===== src/rtl/move_scheduler_pkg.sv =====
// Shared constants and types for the per-frame movement sequencer.
package move_sched_pkg;

    // Positions are kept in 1/64 pixel units
    localparam int MULTIPLIER = 64;
    localparam int SHIFT      = 6;

    // Largest legal sub-pixel top-left coordinates
    localparam int X_MAX = 639 * 64;
    localparam int Y_MAX = 479 * 64;

    // Bit positions inside one object's 4-bit key nibble
    localparam int KEY_DOWN  = 0;
    localparam int KEY_UP    = 1;
    localparam int KEY_LEFT  = 2;
    localparam int KEY_RIGHT = 3;

    typedef enum logic [1:0] {
        IDLE   = 2'd0,
        CALC   = 2'd1,
        CHECK  = 2'd2,
        COMMIT = 2'd3
    } state_t;

endpackage


===== src/rtl/move_scheduler_if.sv =====
// Request/response handshake between the scheduler and the shared collision checker.
interface move_scheduler_if;
    logic        chkReq;
    logic [2:0]  chkId;
    logic [10:0] chkX;
    logic [10:0] chkY;
    logic        chkDone;
    logic        chkHit;

    modport master (output chkReq, chkId, chkX, chkY, input chkDone, chkHit);
    modport slave  (input chkReq, chkId, chkX, chkY, output chkDone, chkHit);
endinterface


===== src/rtl/move_scheduler_step_calc.sv =====
// Combinational candidate-position calculator for one object.
module move_step_calc
    import move_sched_pkg::*;
#(
    parameter int MOVE_SPEED = 20
)
(
    input  logic [3:0]  i_keys,
    input  logic [15:0] i_pos_x,
    input  logic [15:0] i_pos_y,
    output logic [15:0] o_cand_x,
    output logic [15:0] o_cand_y,
    output logic        o_moving,
    output logic        o_out_of_range
);

    localparam logic signed [17:0] SPD    = 18'(MOVE_SPEED);
    localparam logic signed [17:0] XMAX_S = 18'(X_MAX);
    localparam logic signed [17:0] YMAX_S = 18'(Y_MAX);

    logic signed [17:0] w_spd_x;
    logic signed [17:0] w_spd_y;
    logic signed [17:0] w_sum_x;
    logic signed [17:0] w_sum_y;

    // Derive per-axis speed from the keys and range-check the signed candidate
    always_comb begin
        w_spd_x = 18'sd0;
        w_spd_y = 18'sd0;
        if (i_keys[KEY_LEFT] ^ i_keys[KEY_RIGHT]) begin
            w_spd_x = i_keys[KEY_LEFT] ? -SPD : SPD;
        end else begin
            w_spd_x = 18'sd0;
        end
        if (i_keys[KEY_DOWN] ^ i_keys[KEY_UP]) begin
            w_spd_y = i_keys[KEY_UP] ? -SPD : SPD;
        end else begin
            w_spd_y = 18'sd0;
        end
        // Two extra bits keep underflow visible as a negative value
        w_sum_x        = $signed({2'b00, i_pos_x}) + w_spd_x;
        w_sum_y        = $signed({2'b00, i_pos_y}) + w_spd_y;
        o_moving       = (w_spd_x != 18'sd0) || (w_spd_y != 18'sd0);
        o_out_of_range = (w_sum_x < 18'sd0) || (w_sum_x > XMAX_S) ||
                         (w_sum_y < 18'sd0) || (w_sum_y > YMAX_S);
        o_cand_x       = w_sum_x[15:0];
        o_cand_y       = w_sum_y[15:0];
    end

endmodule


===== src/rtl/move_scheduler.sv =====
// Per-frame movement sequencer: walks objects in order, checks each moving
// candidate with a shared collision checker and commits collision-free moves.
module move_scheduler
    import move_sched_pkg::*;
#(
    parameter int NUM_OBJ     = 4,
    parameter int MOVE_SPEED  = 20,
    parameter int INIT_X      = 280,
    parameter int INIT_Y      = 185,
    parameter int OBJ_SPACING = 64,
    parameter int CHK_TIMEOUT = 255
)
(
    input  logic                   clk,
    input  logic                   reset,
    input  logic                   startOfFrame,
    input  logic [4*NUM_OBJ-1:0]   dirKeys,
    move_scheduler_if.master       chk,
    output logic [11*NUM_OBJ-1:0]  topLeftX,
    output logic [11*NUM_OBJ-1:0]  topLeftY,
    output logic                   busy,
    output logic                   frameOverrun
);

    localparam int TMO_W = $clog2(CHK_TIMEOUT + 1);

    state_t             r_state;
    logic [2:0]         r_idx;
    logic [TMO_W-1:0]   r_tmo;
    logic               r_hit;
    logic [15:0]        r_cand_x;
    logic [15:0]        r_cand_y;
    logic [15:0]        r_pos_x [NUM_OBJ];
    logic [15:0]        r_pos_y [NUM_OBJ];
    logic               r_chk_req;
    logic [2:0]         r_chk_id;
    logic [10:0]        r_chk_x;
    logic [10:0]        r_chk_y;
    logic               r_busy;
    logic               r_overrun;

    logic [3:0]         w_keys;
    logic [15:0]        w_cur_x;
    logic [15:0]        w_cur_y;
    logic [15:0]        w_cand_x;
    logic [15:0]        w_cand_y;
    logic               w_moving;
    logic               w_oor;

    // Select the keys and current position of the object being sequenced
    always_comb begin
        w_keys  = 4'b0000;
        w_cur_x = 16'd0;
        w_cur_y = 16'd0;
        for (int i = 0; i < NUM_OBJ; i++) begin
            w_keys  = w_keys  | ((r_idx == 3'(i)) ? dirKeys[4*i +: 4] : 4'b0000);
            w_cur_x = w_cur_x | ((r_idx == 3'(i)) ? r_pos_x[i] : 16'd0);
            w_cur_y = w_cur_y | ((r_idx == 3'(i)) ? r_pos_y[i] : 16'd0);
        end
    end

    move_step_calc #(
        .MOVE_SPEED (MOVE_SPEED)
    ) u_step_calc (
        .i_keys         (w_keys),
        .i_pos_x        (w_cur_x),
        .i_pos_y        (w_cur_y),
        .o_cand_x       (w_cand_x),
        .o_cand_y       (w_cand_y),
        .o_moving       (w_moving),
        .o_out_of_range (w_oor)
    );

    // Sequencer FSM, checker handshake, timeout counter and position file
    always_ff @(posedge clk or posedge reset) begin
        if (reset) begin
            r_state   <= IDLE;
            r_idx     <= 3'd0;
            r_tmo     <= '0;
            r_hit     <= 1'b0;
            r_cand_x  <= 16'd0;
            r_cand_y  <= 16'd0;
            r_chk_req <= 1'b0;
            r_chk_id  <= 3'd0;
            r_chk_x   <= 11'd0;
            r_chk_y   <= 11'd0;
            r_busy    <= 1'b0;
            r_overrun <= 1'b0;
            for (int i = 0; i < NUM_OBJ; i++) begin
                r_pos_x[i] <= 16'((INIT_X + i * OBJ_SPACING) * MULTIPLIER);
                r_pos_y[i] <= 16'(INIT_Y * MULTIPLIER);
            end
        end else begin
            // A frame start that lands mid-sequence is dropped but flagged
            r_overrun <= startOfFrame & r_busy;
            case (r_state)
                IDLE: begin
                    if (startOfFrame) begin
                        r_idx   <= 3'd0;
                        r_busy  <= 1'b1;
                        r_state <= CALC;
                    end else begin
                        r_busy  <= 1'b0;
                    end
                end
                CALC: begin
                    r_cand_x <= w_cand_x;
                    r_cand_y <= w_cand_y;
                    if (!w_moving || w_oor) begin
                        // Nothing worth checking: treat as blocked, position kept
                        r_hit   <= 1'b1;
                        r_state <= COMMIT;
                    end else begin
                        r_hit     <= 1'b0;
                        r_tmo     <= '0;
                        r_chk_req <= 1'b1;
                        r_chk_id  <= r_idx;
                        r_chk_x   <= 11'(w_cand_x >> SHIFT);
                        r_chk_y   <= 11'(w_cand_y >> SHIFT);
                        r_state   <= CHECK;
                    end
                end
                CHECK: begin
                    if (chk.chkDone) begin
                        r_hit     <= chk.chkHit;
                        r_chk_req <= 1'b0;
                        r_state   <= COMMIT;
                    end else if (r_tmo == TMO_W'(CHK_TIMEOUT - 1)) begin
                        // Silent checker: block the move rather than stall the frame
                        r_hit     <= 1'b1;
                        r_chk_req <= 1'b0;
                        r_state   <= COMMIT;
                    end else begin
                        r_tmo     <= r_tmo + TMO_W'(1);
                    end
                end
                COMMIT: begin
                    for (int i = 0; i < NUM_OBJ; i++) begin
                        if (!r_hit && (r_idx == 3'(i))) begin
                            r_pos_x[i] <= r_cand_x;
                            r_pos_y[i] <= r_cand_y;
                        end else begin
                            r_pos_x[i] <= r_pos_x[i];
                            r_pos_y[i] <= r_pos_y[i];
                        end
                    end
                    if (r_idx == 3'(NUM_OBJ - 1)) begin
                        r_busy  <= 1'b0;
                        r_state <= IDLE;
                    end else begin
                        r_idx   <= r_idx + 3'd1;
                        r_state <= CALC;
                    end
                end
                default: begin
                    r_chk_req <= 1'b0;
                    r_busy    <= 1'b0;
                    r_state   <= IDLE;
                end
            endcase
        end
    end

    assign chk.chkReq   = r_chk_req;
    assign chk.chkId    = r_chk_id;
    assign chk.chkX     = r_chk_x;
    assign chk.chkY     = r_chk_y;
    assign busy         = r_busy;
    assign frameOverrun = r_overrun;

    // Present committed positions as whole pixels
    always_comb begin
        topLeftX = '0;
        topLeftY = '0;
        for (int i = 0; i < NUM_OBJ; i++) begin
            topLeftX[11*i +: 11] = 11'(r_pos_x[i] >> SHIFT);
            topLeftY[11*i +: 11] = 11'(r_pos_y[i] >> SHIFT);
        end
    end

endmodule


===== src/flat_wrapper.sv =====
// flat-port wrapper written by rule: the top's interface ports become plain ports
module move_scheduler_flat import move_sched_pkg::*;
#(
    parameter int NUM_OBJ     = 4,
    parameter int MOVE_SPEED  = 20,
    parameter int INIT_X      = 280,
    parameter int INIT_Y      = 185,
    parameter int OBJ_SPACING = 64,
    parameter int CHK_TIMEOUT = 255
)
  (clk, reset, startOfFrame, dirKeys, topLeftX, topLeftY, busy, frameOverrun, chk_chkReq, chk_chkId, chk_chkX, chk_chkY, chk_chkDone, chk_chkHit);
  move_scheduler_if chk_i ();
  input  logic clk;
  input  logic reset;
  input  logic startOfFrame;
  input  logic [4*NUM_OBJ-1:0] dirKeys;
  output logic [11*NUM_OBJ-1:0] topLeftX;
  output logic [11*NUM_OBJ-1:0] topLeftY;
  output logic busy;
  output logic frameOverrun;
  output wire logic [$bits(chk_i.chkReq)-1:0] chk_chkReq;
  output wire logic [$bits(chk_i.chkId)-1:0] chk_chkId;
  output wire logic [$bits(chk_i.chkX)-1:0] chk_chkX;
  output wire logic [$bits(chk_i.chkY)-1:0] chk_chkY;
  input wire logic [$bits(chk_i.chkDone)-1:0] chk_chkDone;
  input wire logic [$bits(chk_i.chkHit)-1:0] chk_chkHit;
  assign chk_chkReq = chk_i.chkReq;
  assign chk_chkId = chk_i.chkId;
  assign chk_chkX = chk_i.chkX;
  assign chk_chkY = chk_i.chkY;
  assign chk_i.chkDone = chk_chkDone;
  assign chk_i.chkHit = chk_chkHit;
  move_scheduler #(.NUM_OBJ(NUM_OBJ), .MOVE_SPEED(MOVE_SPEED), .INIT_X(INIT_X), .INIT_Y(INIT_Y), .OBJ_SPACING(OBJ_SPACING), .CHK_TIMEOUT(CHK_TIMEOUT)) u_core (.clk(clk), .reset(reset), .startOfFrame(startOfFrame), .dirKeys(dirKeys), .chk(chk_i), .topLeftX(topLeftX), .topLeftY(topLeftY), .busy(busy), .frameOverrun(frameOverrun));
endmodule

===== config.mk =====
export PLATFORM = sky130hd
export DESIGN_NAME = move_scheduler_flat
export DESIGN_NICKNAME = d
export VERILOG_FILES = /design/src/rtl/move_scheduler_pkg.sv /design/src/rtl/move_scheduler_if.sv /design/src/rtl/move_scheduler_step_calc.sv /design/src/rtl/move_scheduler.sv /design/src/flat_wrapper.sv
export SDC_FILE = /design/constraint.sdc
export NUM_CORES = 1
export LEC_CHECK = 0
export ABC_CLOCK_PERIOD_IN_PS = 5400
export CORE_AREA = 5 5 202 106
export DETAILED_ROUTE_END_ITERATION = 6
export DIE_AREA = 0 0 207 111
export DONT_BUFFER_PORTS = 1
export GPL_TIMING_DRIVEN = 0
export PLACE_DENSITY = 0.76
export RECOVER_POWER = 50
export SLEW_MARGIN = 0
export SYNTH_ARGS = -nofsm -noshare
export SYNTH_HDL_FRONTEND = slang
export SYNTH_SLANG_ARGS = --single-unit

===== constraint.sdc =====
create_clock -name clk -period 5.4 [get_ports clk]
set_clock_uncertainty 0.2 [all_clocks]
set_input_delay 0 -clock clk [delete_from_list [all_inputs] [get_ports clk]]
set_output_delay 0 -clock clk [all_outputs]
set_load 0.01 [all_outputs]

==> impl_metrics.csv <==
group,metric,value,unit
status,status,"finished, violations left",
status,failed_checks,"capacitance limit, slew limit",
place,post_dp_cell_area,11590,um^2
logic_synthesis,synth_common_cells,"164 x dfrtp_1, 156 x mux2_2, 90 x buf_4, 59 x nand2_1, 53 x a22oi_1",
critical_path,cp-start-kind,"flop",
global_routing,antenna_found_initial,0,
place,place_inst,1266,
finish,fin_nets,1132,
die,chipHeight,111,um
power,power_per_cell_area,790.6,nW/um^2
place,dp_slack,-1294,ps
critical_path,r2r-start,"u_core.r_idx[0]",
finish,layout-drive-gt1-share,38.35,%
logic_synthesis,synth.ff_latch_count,200,
die,rows,36,
job,cap_violations,4,
place,portBuffers,0,
logic_synthesis,synth_top_area_share,36.92,%
power,combPwrFrac,59.7,%
power,power,10.20,mW
timing,finalHoldViolCount,0,
hold_path,worstHoldPathType,"input pin to async pin",
logic_synthesis,syn-cell-area,11120,um^2
logic_synthesis,ys_seq_area_share,45.42,%
detailed_routing,wire_per_inst,23.25,um
timing,hold_slack,36.24,ps
power,power.internal,5.711,mW
global_routing,first_global_vias,8258,
logic_synthesis,synth_edf_count,0,
timing,rsz0062_at_grt,"yes",
clock_network,clock-sinks,200,
power,max-vdd-ir-drop,333.7,uV
logic_synthesis,avgSynthCellArea,11.27,um^2
critical_path,cp-startpoint,"u_core.r_idx[0]",
timing,tightest_slew,2366,ps
timing,min_period_over_period,99.10,%
logic_synthesis,synthCells,986,
die,pin_count,137,
logic_synthesis,synth_top_cells_by_area,"dfrtp_1 37%, mux2_2 16%, dfstp_2 8.5%",
critical_path,worst-endpoint-arrival,5480,ps
clock_network,cts_max_level,4,
power,power.net_switching,4.494,mW
power,p_clk_share,12.7,%
critical_path,crit_path_end_kind,"flop",
die,die_x,207,um
detailed_routing,drcViolationCount,0,
clock_network,clk_pin_slew,80,ps
die,coreArea,19280,um^2
clock_network,root_buffer,"clkbuf_16",
finish,areaGrowthSynthToFinish,16.12,%
global_routing,grt_max_degree,44,
power,cellLeakagePower,5.929,nW
place,globalplace.congestion,0.8904,
global_routing,grt_pass1_wl,47990,um
power,swShare,44.03,%
timing,fin_ws,48.85,ps
die,fp.dieArea,22980,um^2
critical_path,cp_max_fo,10,
finish,fillers,1486,
logic_synthesis,synth-main-ff-cell,"dfrtp_1",
logic_synthesis,synthArstFlopShare,100.0,%
timing,slew_headroom,-57.74,%
detailed_routing,ant_nets,0,
critical_path,critical_path_class,"flop to flop",
logic_synthesis,ys_warn_count,0,
logic_synthesis,yosysMostFrequentCell,"dfrtp_1",
clock_network,clock_path_buffers,2,
place,dpl.hpwl,20820,um
timing,setup_violations,0,
detailed_routing,drtPass1Iterations,7,
timing,min_period,5351,ps
finish,final_cells,1344,
timing,finalMaxSlewViolations,162,
finish,design_area,12910,um^2
critical_path,cp.required,5520,ps
global_routing,grt_use_total,26.43,%
detailed_routing,routed_wl,31250,um
clock_network,cts_tree,"built",
die,start_util,57.66,%
timing,fmax,186.9,MHz
logic_synthesis,synth.distinct_cells,69,
power,seq_power_share,27.6,%
detailed_routing,drt-initial-drc-count,785,
detailed_routing,num_vias,8278,
clock_network,insertion_delay,450,ps
global_routing,grt_remaining_overflow,0,
clock_network,cts-buffers-inserted,17,
logic_synthesis,synth_top_area_cell,"dfrtp_1",
detailed_routing,via_per_inst,6.159,
-- cell families (layout without fill, tap and decap cells) --
kind of cell | after synthesis | after routing | share of synthesized area, %
adders and majority gates | 47 | 47 | 5.425
and+or+nand+nor | 166 | 166 | 7.125
buffers and inverters | 165 | 247 | 8.846
xor gates and xnor gates | 20 | 20 | 1.576
other | 1 | 11 | 0.03373
muxes | 176 | 176 | 17.81
AOI/OAI and AO/OA | 211 | 211 | 13.76
DFF | 200 | 200 | 45.42
-- registers in the layout, summed over array words and instances, names as in the netlist --
register             cells
u_core.frameOverrun      1
u_core.r_pos_x          24
u_core.chk.chkReq        1
u_core.chk.chkY         10
u_core.topLeftX         40
u_core.r_state           2
u_core.chk.chkId         3
u_core.r_cand_y         16
u_core.chk.chkX         10
u_core.busy              1
u_core.topLeftY         40
u_core.r_pos_y          24
u_core.r_hit             1
u_core.r_tmo             8
u_core.r_idx             3
u_core.r_cand_x         16
-- final timing paths --
path,slack [ps],cells after the start,to
worst min-delay path,40,2,u_core.topLeftY[18]
worst min register to register,320,1,u_core.r_pos_x[17]
worst max register to register,50,19,u_core.chk.chkY[4]
max in group asynchronous,1540,4,u_core.r_idx[0]
min in group clk,40,5,u_core.r_cand_x[2]
worst max-delay path,50,19,u_core.chk.chkY[4]
-- final cells by class --
cell class	instances	area, um^2	share of cell area, %
Clock buffer	19	452.9	3.509
Antenna cell	1	2.502	0.01939
Clock inverter	13	136.4	1.057
Tap cell	266	332.8	2.578
Inverter	23	92.59	0.7173
Multi-Input combinational cell	630	5510	42.69
Timing Repair Buffer	55	464.2	3.596
Buffer	137	864.6	6.698
Sequential cell	200	5052	39.14
-- power groups by stage --
stage               logic, mW  registers [mW]  clock network (mW)
floorplan                3.83            2.63                   0
global placement         4.85            2.78                   0
detailed placement       4.99            2.82                   0
CTS                      5.81            2.80                1.30
global route             6.52            2.90                1.37
finish                   6.09            2.82                1.29
-- per-layer routing --
metal | routed length [um] | part of all wire, % | vias to the layer above | track usage (%)
met5 | 0 | 0 | - | 0
met4 | 690 | 2.2 | 0 | 7.967
met3 | 2287 | 7.3 | 55 | 6.842
met2 | 14840 | 47 | 348 | 42.79
met1 | 13430 | 43 | 4228 | 35.31
li1 | - | - | 3647 | -
-- cells in the final DEF (no fill, tap or decap), types with 5 or more instances in the layout --
master,count
inv_6,5
a221o_1,6
dfstp_2,36
clkbuf_2,6
dfrtp_1,162
a21oi_1,38
conb_1,10
ha_4,10
buf_6,5
xor2_1,6
o21a_1,7
nand3_1,13
o21ai_0,21
and2_1,7
clkbuf_16,19
mux2_4,11
inv_1,19
o41ai_2,5
mux2_2,156
a21o_1,11
nand2_1,59
buf_4,96
nor3_1,7
clkbuf_4,5
nor2_1,40
or3_1,6
nor2b_1,8
xnor2_1,10
ha_1,33
a22oi_1,52
clkbuf_1,52
mux2_1,7
o211ai_1,6
dlygate4sd3_1,6
buf_1,12
a22o_1,10
-- what timing repair did --
item / CTS / global route
cloned: 2 / 0
endpoints found under the hold margin: 197 / 0
pin swaps: 20 / 16
buffers inserted: 29 / 14
setup endpoints to repair: 36 / 34
gates resized for setup: 96 / 39
hold buffers: 6 / 0
-- per-stage QoR --
| stage | TNS [ps] | utilization [%] |
|---|---|---|
| global placement | -38750 | 59.59 |
| global route | -1272 | 66.95 |
| CTS | 0 | 66.82 |
| finish | 0 | 66.96 |
| floorplan | 0 | - |
| detailed placement | -41490 | 60.11 |
-- worst max-delay path, cell delays in order (launching register included) --
cell and delay (ps):
dfrtp_2 470, buf_4 170, ha_4 180, nor2b_4 160
clkbuf_16 180, a221o_1 410, ha_4 310, inv_1 70
ha_4 180, fa_2 410, xnor2_2 200, nand2_1 100
or4_4 500, o2111a_1 270, a311o_1 350, and2_4 190
nor3_4 210, buf_6 190, buf_12 150, mux2_4 300
Power figures use the tool's default switching activity.
